===== src/rtl/mem_port_arbiter.sv =====
`default_nettype none
// +----------------------------------------------------------------------------+
// | Module      : mem_port_arbiter                                             |
// | Description : Shares one block-level main memory between the I-cache       |
// |               refill port and the D-cache refill/writeback port. The       |
// |               arbiter is the only master on the memory interface and       |
// |               drives each requester's BUSYWAIT stall.                      |
// |                                                                            |
// | Parameters  : ADDR_W - block address width                                 |
// |               DATA_W - block data width                                    |
// |                                                                            |
// | Ports       : CLK, RESET (async, active-low)                               |
// |               I side : I_READ, I_ADDRESS -> I_READDATA, I_BUSYWAIT         |
// |               D side : D_READ, D_WRITE, D_ADDRESS, D_WRITEDATA             |
// |                        -> D_READDATA, D_BUSYWAIT                           |
// |               Memory : MEM_READ, MEM_WRITE, MEM_ADDRESS, MEM_WRITEDATA     |
// |                        <- MEM_READDATA, MEM_BUSYWAIT                       |
// |                                                                            |
// | Build option: MEM_ARB_ROUND_ROBIN_EN - when defined, simultaneous requests |
// |               go to the side that was not granted last; otherwise the D    |
// |               side always wins a tie.                                      |
// |                                                                            |
// | Revision    : 1.0 - initial release                                        |
// +----------------------------------------------------------------------------+
module mem_port_arbiter #(
  parameter int ADDR_W = 28,
  parameter int DATA_W = 128
) (
  input  logic              CLK,
  input  logic              RESET,
  // I-side (instruction cache refill)
  input  logic              I_READ,
  input  logic [ADDR_W-1:0] I_ADDRESS,
  output logic [DATA_W-1:0] I_READDATA,
  output logic              I_BUSYWAIT,
  // D-side (data cache refill / writeback)
  input  logic              D_READ,
  input  logic              D_WRITE,
  input  logic [ADDR_W-1:0] D_ADDRESS,
  input  logic [DATA_W-1:0] D_WRITEDATA,
  output logic [DATA_W-1:0] D_READDATA,
  output logic              D_BUSYWAIT,
  // main memory
  output logic              MEM_READ,
  output logic              MEM_WRITE,
  output logic [ADDR_W-1:0] MEM_ADDRESS,
  output logic [DATA_W-1:0] MEM_WRITEDATA,
  input  logic [DATA_W-1:0] MEM_READDATA,
  input  logic              MEM_BUSYWAIT
);

  typedef enum logic [1:0] {
    ST_IDLE    = 2'd0,
    ST_GRANT_I = 2'd1,
    ST_GRANT_D = 2'd2,
    ST_RELEASE = 2'd3
  } state_t;

  state_t              state_q,     state_d;
  logic                owner_is_d_q, owner_is_d_d;  // side owning the current transfer
  logic                launch_q,    launch_d;       // first cycle of a grant
  logic                mem_read_q,  mem_read_d;
  logic                mem_write_q, mem_write_d;
  logic [ADDR_W-1:0]   mem_addr_q,  mem_addr_d;
  logic [DATA_W-1:0]   mem_wdata_q, mem_wdata_d;
  logic [DATA_W-1:0]   i_rdata_q,   i_rdata_d;
  logic [DATA_W-1:0]   d_rdata_q,   d_rdata_d;

  logic                w_i_req;
  logic                w_d_req;
  logic                w_tie_d;    // 1 when D should win a simultaneous request
  logic                w_grant_i;
  logic                w_grant_d;

  // --------------------------------------------------------------------------
  // Request decode and tie-break
  // --------------------------------------------------------------------------
  assign w_i_req   = I_READ;
  assign w_d_req   = D_READ | D_WRITE;
  assign w_grant_d = w_d_req & (~w_i_req | w_tie_d);
  assign w_grant_i = w_i_req & ~w_grant_d;

`ifdef MEM_ARB_ROUND_ROBIN_EN
  // Remembers which side took the most recent grant; cleared to "I" so the
  // first tie after reset goes to D.
  logic last_d_q, last_d_d;

  always_comb begin
    last_d_d = last_d_q;
    if ((state_q == ST_IDLE) && (w_grant_d || w_grant_i)) begin
      last_d_d = w_grant_d;
    end
  end

  always_ff @(posedge CLK or negedge RESET) begin
    if (!RESET) begin
      last_d_q <= 1'b0;
    end else begin
      last_d_q <= last_d_d;
    end
  end

  assign w_tie_d = ~last_d_q;
`else
  assign w_tie_d = 1'b1;
`endif

  // --------------------------------------------------------------------------
  // Next-state and datapath
  // --------------------------------------------------------------------------
  always_comb begin
    state_d      = state_q;
    owner_is_d_d = owner_is_d_q;
    launch_d     = launch_q;
    mem_read_d   = mem_read_q;
    mem_write_d  = mem_write_q;
    mem_addr_d   = mem_addr_q;
    mem_wdata_d  = mem_wdata_q;
    i_rdata_d    = i_rdata_q;
    d_rdata_d    = d_rdata_q;

    case (state_q)
      ST_IDLE: begin
        if (w_grant_d) begin
          state_d      = ST_GRANT_D;
          owner_is_d_d = 1'b1;
          launch_d     = 1'b1;
          mem_addr_d   = D_ADDRESS;
          // A writeback takes precedence if both D strobes are up.
          if (D_WRITE) begin
            mem_write_d = 1'b1;
            mem_wdata_d = D_WRITEDATA;
          end else begin
            mem_read_d  = 1'b1;
          end
        end else if (w_grant_i) begin
          state_d      = ST_GRANT_I;
          owner_is_d_d = 1'b0;
          launch_d     = 1'b1;
          mem_addr_d   = I_ADDRESS;
          mem_read_d   = 1'b1;
        end
      end

      ST_GRANT_I, ST_GRANT_D: begin
        // The memory has not yet seen the strobe during the launch cycle, so
        // its BUSYWAIT is meaningless there and is ignored.
        if (launch_q) begin
          launch_d = 1'b0;
        end else if (!MEM_BUSYWAIT) begin
          mem_read_d  = 1'b0;
          mem_write_d = 1'b0;
          if (mem_read_q) begin
            if (owner_is_d_q) begin
              d_rdata_d = MEM_READDATA;
            end else begin
              i_rdata_d = MEM_READDATA;
            end
          end
          state_d = ST_RELEASE;
        end
      end

      // One cycle in which the owner sees BUSYWAIT low and valid read data.
      ST_RELEASE: begin
        state_d = ST_IDLE;
      end

      default: begin
        state_d = ST_IDLE;
      end
    endcase
  end

  always_ff @(posedge CLK or negedge RESET) begin
    if (!RESET) begin
      state_q      <= ST_IDLE;
      owner_is_d_q <= 1'b0;
      launch_q     <= 1'b0;
      mem_read_q   <= 1'b0;
      mem_write_q  <= 1'b0;
      mem_addr_q   <= '0;
      mem_wdata_q  <= '0;
      i_rdata_q    <= '0;
      d_rdata_q    <= '0;
    end else begin
      state_q      <= state_d;
      owner_is_d_q <= owner_is_d_d;
      launch_q     <= launch_d;
      mem_read_q   <= mem_read_d;
      mem_write_q  <= mem_write_d;
      mem_addr_q   <= mem_addr_d;
      mem_wdata_q  <= mem_wdata_d;
      i_rdata_q    <= i_rdata_d;
      d_rdata_q    <= d_rdata_d;
    end
  end

  // --------------------------------------------------------------------------
  // Outputs
  // --------------------------------------------------------------------------
  assign MEM_READ      = mem_read_q;
  assign MEM_WRITE     = mem_write_q;
  assign MEM_ADDRESS   = mem_addr_q;
  assign MEM_WRITEDATA = mem_wdata_q;
  assign I_READDATA    = i_rdata_q;
  assign D_READDATA    = d_rdata_q;

  // Stalls are combinational so a requester is held from the very cycle it
  // raises its request; a losing side stays stalled through the other's
  // transfer. Gated by RESET so nothing is stalled while in reset.
  assign I_BUSYWAIT = RESET & w_i_req &
                      ~((state_q == ST_RELEASE) & ~owner_is_d_q);
  assign D_BUSYWAIT = RESET & w_d_req &
                      ~((state_q == ST_RELEASE) & owner_is_d_q);

endmodule
`default_nettype wire


===== config.mk =====
export PLATFORM = sky130hd
export DESIGN_NAME = mem_port_arbiter
export DESIGN_NICKNAME = d
export VERILOG_FILES = /design/src/rtl/mem_port_arbiter.sv
export SDC_FILE = /design/constraint.sdc
export NUM_CORES = 1
export LEC_CHECK = 0
export ABC_AREA = 1
export BUFFER_PORTS_ARGS = -buffer_cell sky130_fd_sc_hd__buf_2
export CORE_AREA = 2 2 289 291
export CTS_BUF_LIST = sky130_fd_sc_hd__clkbuf_8
export CTS_CLUSTER_DIAMETER = 150
export CTS_CLUSTER_SIZE = 14
export DETAILED_ROUTE_END_ITERATION = 6
export DIE_AREA = 0 0 291 293
export PLACE_DENSITY_LB_ADDON = 0.1
export SLEW_MARGIN = 20
export SYNTH_ARGS = -nofsm -noshare
export SYNTH_HDL_FRONTEND = slang
export SYNTH_SLANG_ARGS = --single-unit

===== constraint.sdc =====
create_clock -name CLK -period 1.8 [get_ports CLK]
set_input_delay 0.45 -clock CLK [delete_from_list [all_inputs] [get_ports CLK]]
set_output_delay 0.45 -clock CLK [all_outputs]
set_load 0.05 [all_outputs]

# Word-level counts from Yosys, hierarchy flattened

Index checks and enable logic that the tools add are counted.

Word-level logic and storage cells: 64
Output and inout bits: 416
Input port bits: 318
Register bits: 418

Muxes and demuxes: 20
Reduce and logical (&&, ||, !) cells: 12
Bitwise gates (word level): 14
Eq/ne operators: 9

Operators by type and width:

| kind                                                | count |
|---|---|
| 2-to-1 mux 28 bit                                   | 2 |
| AND reduction 5 bit                                 | 4 |
| 2-to-1 mux 1 bit                                    | 10 |
| 2-to-1 mux 2 bit                                    | 4 |
| != test 2 bit, second input constant                | 4 |
| bitwise AND 1 bit                                   | 7 |
| != test 3 bit, second input constant                | 2 |
| NOT 1 bit                                           | 6 |
| case mux 1 bit (2 select lines)                     | 3 |
| case mux 2 bit (3 select lines)                     | 1 |
| AND reduction 3 bit                                 | 2 |
| equality test 2 bit, second input constant          | 2 |
| AND reduction 2 bit                                 | 2 |
| nonzero test 2 bit                                  | 2 |
| equality test 2 x 1 -> 1 bit, second input constant | 1 |
| zero test 2 bit                                     | 1 |
| OR reduction 2 bit                                  | 1 |
| bitwise OR 1 bit                                    | 1 |

# Logic depth before layout (Yosys ltp)

Gate-level depths: netlist (run 1).

Depth in word-level cells: 6
Gate-level depth with buffers: 10
Mapped depth without buffers: 8

# Least setup slack after synthesis (run 1)

No wires, ideal clock.

Kind: input-to-output
From: input D_READ
To: output D_BUSYWAIT
Path buffers: 1
Data required time: 1.350 ns
Setup slack: -0.485 ns
Arrival: 1.835 ns
Stages: 3
Path through: nor2_1 > buf_2 > a211oi_1

Word-level cells in the longest chain between the ends: 3

Ends and longest elaborated chain:

| what                            | RTL line | source |
|---|---|---|
| start: declaration              | 37       | `input logic D_READ,` |
| bitwise OR 1 bit                | 79       | `assign w_d_req = D_READ \| D_WRITE;` |
| bitwise AND 1 bit (2 in series) | 214      | `assign D_BUSYWAIT = RESET & w_d_req &` |
| end: declaration                | 42       | `output logic D_BUSYWAIT,` |

Every way passes these cells.

# Worst setup path after layout (run 1)

From: register state_q[1]
To: output I_BUSYWAIT

Word-level cells in the longest chain between the ends: 4

Ends and longest elaborated chain:

| what                     | RTL line | source |
|---|---|---|
| start: declaration       | 59       | `state_t state_q, state_d;` |
| start signal: assignment | 187      | `state_q <= state_d;` |
| equality test 2 bit      | 213      | `~((state_q == ST_RELEASE) & ~owner_is_d_q);` |
| bitwise AND 1 bit        | 213      |  |
| NOT 1 bit                | 213      |  |
| bitwise AND 1 bit        | 212      | `assign I_BUSYWAIT = RESET & w_i_req &` |
| end: declaration         | 35       | `output logic I_BUSYWAIT,` |

Every way passes these cells.

==> impl_results.rst, run 1 <==
.. list-table::
   :header-rows: 1

   * - Metric
     - Value
   * - Main flop type after synthesis
     - sky130_fd_sc_hd__dfrtp_1
   * - H-tree depth
     - 2
   * - Number of flops mapped to enable cells by yosys
     - 0
   * - Critical path launch point type
     - register
   * - Initial antenna violation count
     - 9
   * - Clock period minus worst slack
     - 2.09 ns
   * - Max Fclk
     - 0.478 GHz
   * - TritonCTS clock tree
     - yes
   * - Library cell contributing the largest single delay on the critical path
     - sky130_fd_sc_hd__dfrtp_1
   * - Final hold vios
     - 0
   * - Post-Synthesis Cell Area
     - 16200 um2
   * - Syn avg cell area
     - just over 9 um2
   * - Area growth, synth to finish
     - 49.4%
   * - Core occupancy in the finished layout
     - 29.5%
   * - PortBufs
     - about 730
   * - Worst Path Max Fanout
     - 2
   * - Final setup fails
     - 141
   * - Total number of nets in the final design
     - 2969
   * - Maximum buffer depth of the clock tree
     - 3
   * - Worst slew margin relative to its limit
     - between 50% and 60%
   * - RSZ-0062 raised after global routing
     - true
   * - Via count normalized by instance count
     - 3.91
   * - Number of search-and-repair iterations in the first detailed-routing pass
     - 5
   * - Core Rows
     - 105
   * - Number of distinct library cell variants in the gate-level netlist after synthesis
     - 22
   * - Largest cells by area after synthesis
     - sky130_fd_sc_hd__dfrtp_1 65%, sky130_fd_sc_hd__nand2_1 19%, sky130_fd_sc_hd__o21ai_1 5.2%
   * - Vert. Die Dim
     - ~300 um
   * - Critical Path Sink Type
     - primary output
   * - Required time at the endpoint of the critical path
     - 1.35 ns
   * - Number of standard cells in the layout, taps in and fillers out
     - around 3700
   * - Fraction of final layout cells sized beyond drive strength 1
     - 32.7%
   * - Pwr dens
     - 2100 nW/um2
   * - Final number of max-transition violations
     - 0
   * - Status
     - complete, but fails checks
   * - Top delay family on crit path
     - flip-flops
   * - Number of warnings reported in the yosys synthesis log
     - 0
   * - Pin count of the biggest net entering global routing
     - 117
   * - Top-level port count
     - 734
   * - Critical path start-end classification
     - reg2out
   * - Most frequent cell after synthesis
     - sky130_fd_sc_hd__nand2_1
   * - Share of the synthesized area in the top cell type
     - 64.6%
   * - Cell breakdown of the critical path
     - ha_4 -> a211oi_4 -> buf_6
   * - Residual overflow from global routing
     - 0
   * - Hold path startpoint
     - MEM_READDATA[61]
   * - Worst setup path startpoint
     - state_q[1]
   * - Post-CTS clock slew at the launch and capture registers of the worst setup and hold paths
     - 0.10 ns
   * - Fraction of the cycle the final worst path needs
     - 116%
   * - Cell at the root of the clock tree
     - sky130_fd_sc_hd__clkbuf_8
   * - Async set-reset flop share out of synthesis
     - 100%
   * - Pin slew with the least headroom to its limit
     - 0.699 ns
   * - Number of max-cap violations
     - 0
   * - Top post-synthesis cells by count
     - 821 x sky130_fd_sc_hd__nand2_1, 418 x sky130_fd_sc_hd__dfrtp_1, 169 x sky130_fd_sc_hd__o21ai_1, 139 x sky130_fd_sc_hd__inv_1, 93 x sky130_fd_sc_hd__o21ai_0
   * - Violation count after the first detailed-routing iteration
     - approximately 700
   * - Skew final
     - 0.0243 ns
   * - Total routing usage reported by global routing
     - 14.2%
   * - Count of unresolved DRC violations after routing
     - 0
   * - Wire length per cell after detailed routing
     - around 17 um
   * - Smallest setup slack after layout
     - -0.290 ns
   * - Number of antenna-violating nets in the routed design
     - 0
   * - Max rail drop VDD
     - 868 uV
   * - Post-synth top area cell
     - sky130_fd_sc_hd__dfrtp_1
   * - Endpoint arrival time on the critical path
     - 1.64 ns
   * - Number of global-route vias before repair
     - 15215
   * - Total of flip-flops plus latches after synthesis
     - 418
   * - Placed Instances
     - between 3000 and 4000
   * - Clock Latency Late Sink
     - roughly 0.62 ns
   * - Layout fillers
     - 8902
   * - Via Count
     - 14583
   * - Final weighted congestion of routability-driven global placement
     - 0.798
   * - Final Routed Wirelength
     - around 65 mm
   * - Wire length of the first global-routing pass
     - 94.3 mm
   * - CTS buffer count
     - 35
   * - Clock sink total
     - 418
   * - Share of synthesized area occupied by flip-flops and latches
     - 64.6%
   * - Core ar.
     - 81800 um2
   * - Sum of net half-perimeters after detailed placement
     - 47.3 mm
   * - CP Buf/Inv Count
     - 1
   * - Initial Utilization
     - 19.8%
   * - Total nets after synthesis
     - 2082
   * - Violations in the final reports
     - setup timing
   * - Sum of internal, switching and leakage power
     - 50.7 mW
   * - Die footprint
     - around 85000 um2
   * - Highest cell delay on the worst timing path
     - 0.43 ns
   * - Post-Synthesis Cells
     - 1761
   * - Class of the tightest hold or removal check
     - in2reg
   * - Final hold slack
     - 0.0846 ns
   * - Chip Width
     - 291 um
   * - Reg-to-reg startpoint
     - state_q[1]
   * - Leakage dissipation
     - 13.4 nW
flip-flops by register name, summed over array words and instances, names as in the netlist:
name,cells
MEM_READ,1
I_READDATA,128
owner_is_d_q,1
state_q,2
MEM_WRITE,1
MEM_WRITEDATA,128
launch_q,1
D_READDATA,128
MEM_ADDRESS,28
metal layers:
metal	GRT usage [%]	vias to the layer above	part of all wire, %
met5	0	-	0.059
met4	4.47	6	2.6
met3	3.43	85	5.8
met2	26.0	420	52
met1	16.3	6901	40
li1	-	7171	-
path summary, 6_finish.rpt:
| kind | end | cells after the start | slack, ns |
|---|---|---|---|
| max | I_BUSYWAIT | 3 | -0.29 |
| min | I_READDATA[61] | 3 | 0.08 |
| max reg2reg | D_READDATA[111] | 10 | -0.06 |
| min reg2reg | MEM_ADDRESS[15] | 2 | 0.47 |
| max in group asynchronous | D_READDATA[103] | 4 | 0.24 |
| min in group asynchronous | MEM_WRITEDATA[99] | 3 | 0.48 |
worst register-to-register path: stages (launching register included):
cell and delay [ns]:
sky130_fd_sc_hd__dfrtp_1 0.41, sky130_fd_sc_hd__buf_4 0.13, sky130_fd_sc_hd__inv_1 0.07, sky130_fd_sc_hd__ha_4 0.28, sky130_fd_sc_hd__nand2_2 0.05, sky130_fd_sc_hd__inv_4 0.08
sky130_fd_sc_hd__nand3_4 0.17, sky130_fd_sc_hd__clkbuf_16 0.25, sky130_fd_sc_hd__buf_12 0.16, sky130_fd_sc_hd__nand2_1 0.07, sky130_fd_sc_hd__o21ai_0 0.07
report_power, final:
part / internal (mW) / switching (mW) / total (mW)
clock: 1.82 / 3.31 / 5.13
combinational: 7.25 / 22.3 / 29.5
sequential: 13.6 / 2.42 / 16.1
total: 22.7 / 28.0 / 50.7
cells in the final DEF, fill, tap and decap left out, types with 12 or more instances in the layout:
master | netlist | layout
sky130_fd_sc_hd__dlygate4sd3_1 | 0 | 138
sky130_fd_sc_hd__o21ai_0 | 93 | 68
sky130_fd_sc_hd__dfrtp_1 | 418 | 416
sky130_fd_sc_hd__buf_4 | 29 | 180
sky130_fd_sc_hd__buf_2 | 45 | 577
sky130_fd_sc_hd__o21ai_1 | 169 | 193
sky130_fd_sc_hd__inv_1 | 139 | 139
sky130_fd_sc_hd__clkbuf_8 | 0 | 36
sky130_fd_sc_hd__buf_12 | 0 | 23
sky130_fd_sc_hd__clkbuf_16 | 0 | 12
sky130_fd_sc_hd__nand2_1 | 821 | 820
stage by stage:
stage	setup TNS, ns	worst slack (ns)	area [um2]
3_3_place_gp	0	0.0929	21300
5_1_grt	-25.94	-0.430	24200
3_5_place_dp	0	0.0629	21300
6_report	-3.96	-0.290	24200
2_1_floorplan	0	0.00364	16200
4_1_cts	-1.72	-0.404	23700
cell families (layout without fill, tap and decap cells):
family | Yosys count | count (layout) | synth area share [%]
AND/OR/NAND/NOR | 833 | 833 | 19.5
flip-flops | 418 | 418 | 64.6
AO/OA/AOI/OAI | 267 | 267 | 8.32
buffers and inverters | 240 | 1129 | 7.34
adder cells (fa/ha/maj) | 3 | 3 | 0.232
other | 0 | 5 | 0
layout make-up:
| type | instances | area, um2 | share of cell area (%) |
|---|---|---|---|
| inverters | 143 | 541 | 2.24 |
| well taps | 1070 | 1340 | 5.54 |
| multi-input cells | 1103 | 4610 | 19.1 |
| flip-flops and latches | 418 | 10500 | 43.3 |
| clock buffers | 36 | 495 | 2.05 |
| clock inverters | 3 | 22.5 | 0.0932 |
| diodes | 5 | 12.5 | 0.0518 |
| repair buffers | 947 | 6690 | 27.7 |
repair_timing:
action | CTS | global route
setup endpoints to repair | 155 | 347
cloned | 0 | 15
resized for setup | 168 | 48
pin swaps | 2 | 0
endpoints found under the hold margin | 242 | 0
hold buffers | 138 | 0
setup buffers | 4 | 6
Power figures use the tool's default switching activity.
==> run 2: changes to the inputs <==
--- a/config.mk
+++ b/config.mk
@@ -13,7 +13,7 @@
 export CTS_CLUSTER_SIZE = 14
 export DETAILED_ROUTE_END_ITERATION = 6
 export DIE_AREA = 0 0 291 293
-export PLACE_DENSITY_LB_ADDON = 0.1
+export PLACE_DENSITY = 0.47
 export SLEW_MARGIN = 20
 export SYNTH_ARGS = -nofsm -noshare
 export SYNTH_HDL_FRONTEND = slang
==> impl_results.rst, run 2 (same netlist as run 1, synthesis figures left out) <==
.. list-table::
   :header-rows: 1

   * - Metric
     - Value
   * - Sum of net half-perimeters after detailed placement
     - 43.8 mm (-7.4%)
   * - Worst Path Max Fanout
     - 2 (unchanged)
   * - H-tree depth
     - 2 (unchanged)
   * - Wire length per cell after detailed routing
     - 16.5 um (-4.9%)
   * - Seq pwr share
     - 32.1% (+0.4 points)
   * - Area growth, synth to finish
     - 45.9%
   * - Worst slew margin relative to its limit
     - 43.3% (-10 points)
   * - Maximum buffer depth of the clock tree
     - 3 (unchanged)
   * - Pin count of the biggest net entering global routing
     - 139 (+19%)
   * - Required time at the endpoint of the critical path
     - 1.35 ns (about the same)
   * - Number of antenna-violating nets in the routed design
     - 0 (unchanged)
   * - Final Routed Wirelength
     - 61.2 mm (-5.5%)
   * - Pwr dens
     - 2100 nW/um2 (+0.20%)
   * - Pin slew with the least headroom to its limit
     - 0.851 ns (+0.152 ns)
   * - Status
     - complete, but fails checks
   * - Logic pwr share
     - 57.6% (-0.6 points)
   * - Clock Latency Late Sink
     - 0.62 ns (about the same)
   * - Max rail drop VDD
     - 1090 uV (+25%)
   * - Final weighted congestion of routability-driven global placement
     - 0.855 (+7.2%)
   * - Switch share
     - 55.7% (+0.51 points)
   * - Core occupancy in the finished layout
     - 28.8% (-0.70 points)
   * - Initial antenna violation count
     - 5 (-4)
   * - Class of the tightest hold or removal check
     - in2reg
   * - Clock sink total
     - 418 (unchanged)
   * - Worst slack, placed
     - 0.111 ns (+0.0479 ns)
   * - Via count normalized by instance count
     - 3.90 (-0.30%)
   * - Vert. Die Dim
     - 293 um (unchanged)
   * - Violations in the final reports
     - setup timing
   * - Final setup fails
     - 91 (-35%)
   * - Sum of internal, switching and leakage power
     - 49.6 mW (-2.2%)
   * - Skew final
     - 0.0209 ns (-0.00339 ns)
   * - RSZ-0062 raised after global routing
     - true
   * - Critical Path Sink Type
     - primary output
   * - Chip Width
     - 291 um (unchanged)
   * - Post-CTS clock slew at the launch and capture registers of the worst setup and hold paths
     - 0.10 ns (about the same)
   * - Smallest setup slack after layout
     - -0.274 ns (+0.0168 ns)
   * - Max Fclk
     - 0.482 GHz (+0.81%)
   * - Final hold vios
     - 0 (unchanged)
   * - Core Rows
     - 105 (unchanged)
   * - Count of unresolved DRC violations after routing
     - 0 (unchanged)
   * - Cell at the root of the clock tree
     - sky130_fd_sc_hd__clkbuf_8
   * - Final hold slack
     - 0.0735 ns (-0.0112 ns)
   * - PortBufs
     - 733 (unchanged)
   * - Internal power contribution
     - 22.0 mW (-3.3%)
   * - Endpoint arrival time on the critical path
     - 1.62 ns (-0.02 ns)
   * - Sw Pwr
     - 27.6 mW (-1.3%)
   * - Total number of nets in the final design
     - 2946 (-0.77%)
   * - TritonCTS clock tree
     - yes
   * - Library cell contributing the largest single delay on the critical path
     - sky130_fd_sc_hd__dfrtp_1
   * - CTS buffer count
     - 35 (unchanged)
   * - Commonest non-fill, non-tap cell in the layout
     - sky130_fd_sc_hd__nand2_1
   * - Wire length of the first global-routing pass
     - 88.4 mm (-6.3%)
   * - Initial Utilization
     - 19.8% (unchanged)
   * - Violation count after the first detailed-routing iteration
     - 661 (-6.0%)
   * - Cell breakdown of the critical path
     - ha_4 -> a211oi_2 -> buf_6
   * - Highest cell delay on the worst timing path
     - 0.42 ns (about the same)
   * - Top-level port count
     - 734 (unchanged)
   * - Core ar.
     - 81800 um2 (unchanged)
   * - Die footprint
     - 85300 um2 (unchanged)
   * - Total routing usage reported by global routing
     - 13.2% (-1.0 points)
   * - Number of max-cap violations
     - 0 (unchanged)
   * - Fraction of final layout cells sized beyond drive strength 1
     - 33.3% (+0.59 points)
   * - Leakage dissipation
     - 13.3 nW (-1.0%)
   * - Number of global-route vias before repair
     - 14606 (-4.0%)
   * - Final number of max-transition violations
     - 0 (unchanged)
   * - Residual overflow from global routing
     - 0 (unchanged)
   * - Critical path start-end classification
     - reg2out
   * - Number of search-and-repair iterations in the first detailed-routing pass
     - 5 (unchanged)
   * - Clock period minus worst slack
     - 2.07 ns (-0.0168 ns)
   * - Critical path launch point type
     - register
   * - Via Count
     - 14449 (-0.92%)
   * - Share of total power in the clock network
     - 10.3% (+0.2 points)
   * - Fraction of the cycle the final worst path needs
     - 115% (-0.93 points)
   * - Most frequent cells in the layout
     - 820 x sky130_fd_sc_hd__nand2_1, 707 x sky130_fd_sc_hd__buf_2, 417 x sky130_fd_sc_hd__dfrtp_1
## run 2: stage by stage
step,area (um2),instances,TNS [ns]
floorplan,16200,1761,0
global placement,21300,3520,0
detailed placement,21300,3520,0
CTS,23100,3674,-0.769
global route,23600,3702,-18.40
finish,23600,3702,-2.96
## run 2: path summary, 6_finish.rpt
| kind | startpoint | cells after the start | slack, ns | endpoint |
|---|---|---|---|---|
| setup / recovery | state_q[0] | 3 | -0.27 | D_BUSYWAIT |
| hold / removal | MEM_READDATA[86] | 3 | 0.07 | I_READDATA[86] |
| setup reg to reg | state_q[0] | 10 | -0.07 | D_READDATA[28] |
| hold reg to reg | MEM_ADDRESS[3] | 2 | 0.47 | MEM_ADDRESS[3] |
| max in group asynchronous | RESET | 4 | 0.46 | I_READDATA[35] |
| min in group asynchronous | RESET | 4 | 0.56 | D_READDATA[100] |
## run 2: what timing repair did
action	in CTS	in global routing
gates cloned	0	20
hold endpoints to repair	127	0
pin swaps	2	1
buffers inserted	4	3
gates resized for setup	29	55
hold buffers	111	0
setup endpoints to repair	21	260
## run 2: final cells by class
cell class / instances / area [um2]
Clock buffer: 37 / 509
Fill cell: 8907 / 58200
Sequential cell: 418 / 10500
Antenna cell: 5 / 12.5
Timing Repair Buffer: 924 / 6110
Tap cell: 1070 / 1340
Inverter: 143 / 542
Multi-Input combinational cell: 1103 / 4620
Clock inverter: 2 / 16.3
## run 2: layer usage
metal	routed length, um	track usage, %	part of all wire (%)	vias up
li1	-	-	-	7106
met1	26400	16.2	43	6816
met2	29900	23.1	49	444
met3	3380	2.83	5.5	83
met4	1550	4.11	2.5	0
met5	0	0	0	-
## run 2: worst max-delay path: cells and delay by family (launching register included)
family                   cells  cell delay [ns]
adder cells (fa/ha/maj)      1             0.19
flip-flops                   1             0.42
buffers and inverters        1             0.20
AO/OA/AOI/OAI                1             0.22
## run 2: power groups by stage
stage	sequential [mW]	clock (mW)	combinational, mW
2_1_floorplan	30.7	0	5.33
3_3_place_gp	16.0	0	27.8
3_5_place_dp	16.0	0	27.9
4_1_cts	15.9	5.44	28.4
5_1_grt	16.4	5.77	30.2
6_report	15.9	5.13	28.6
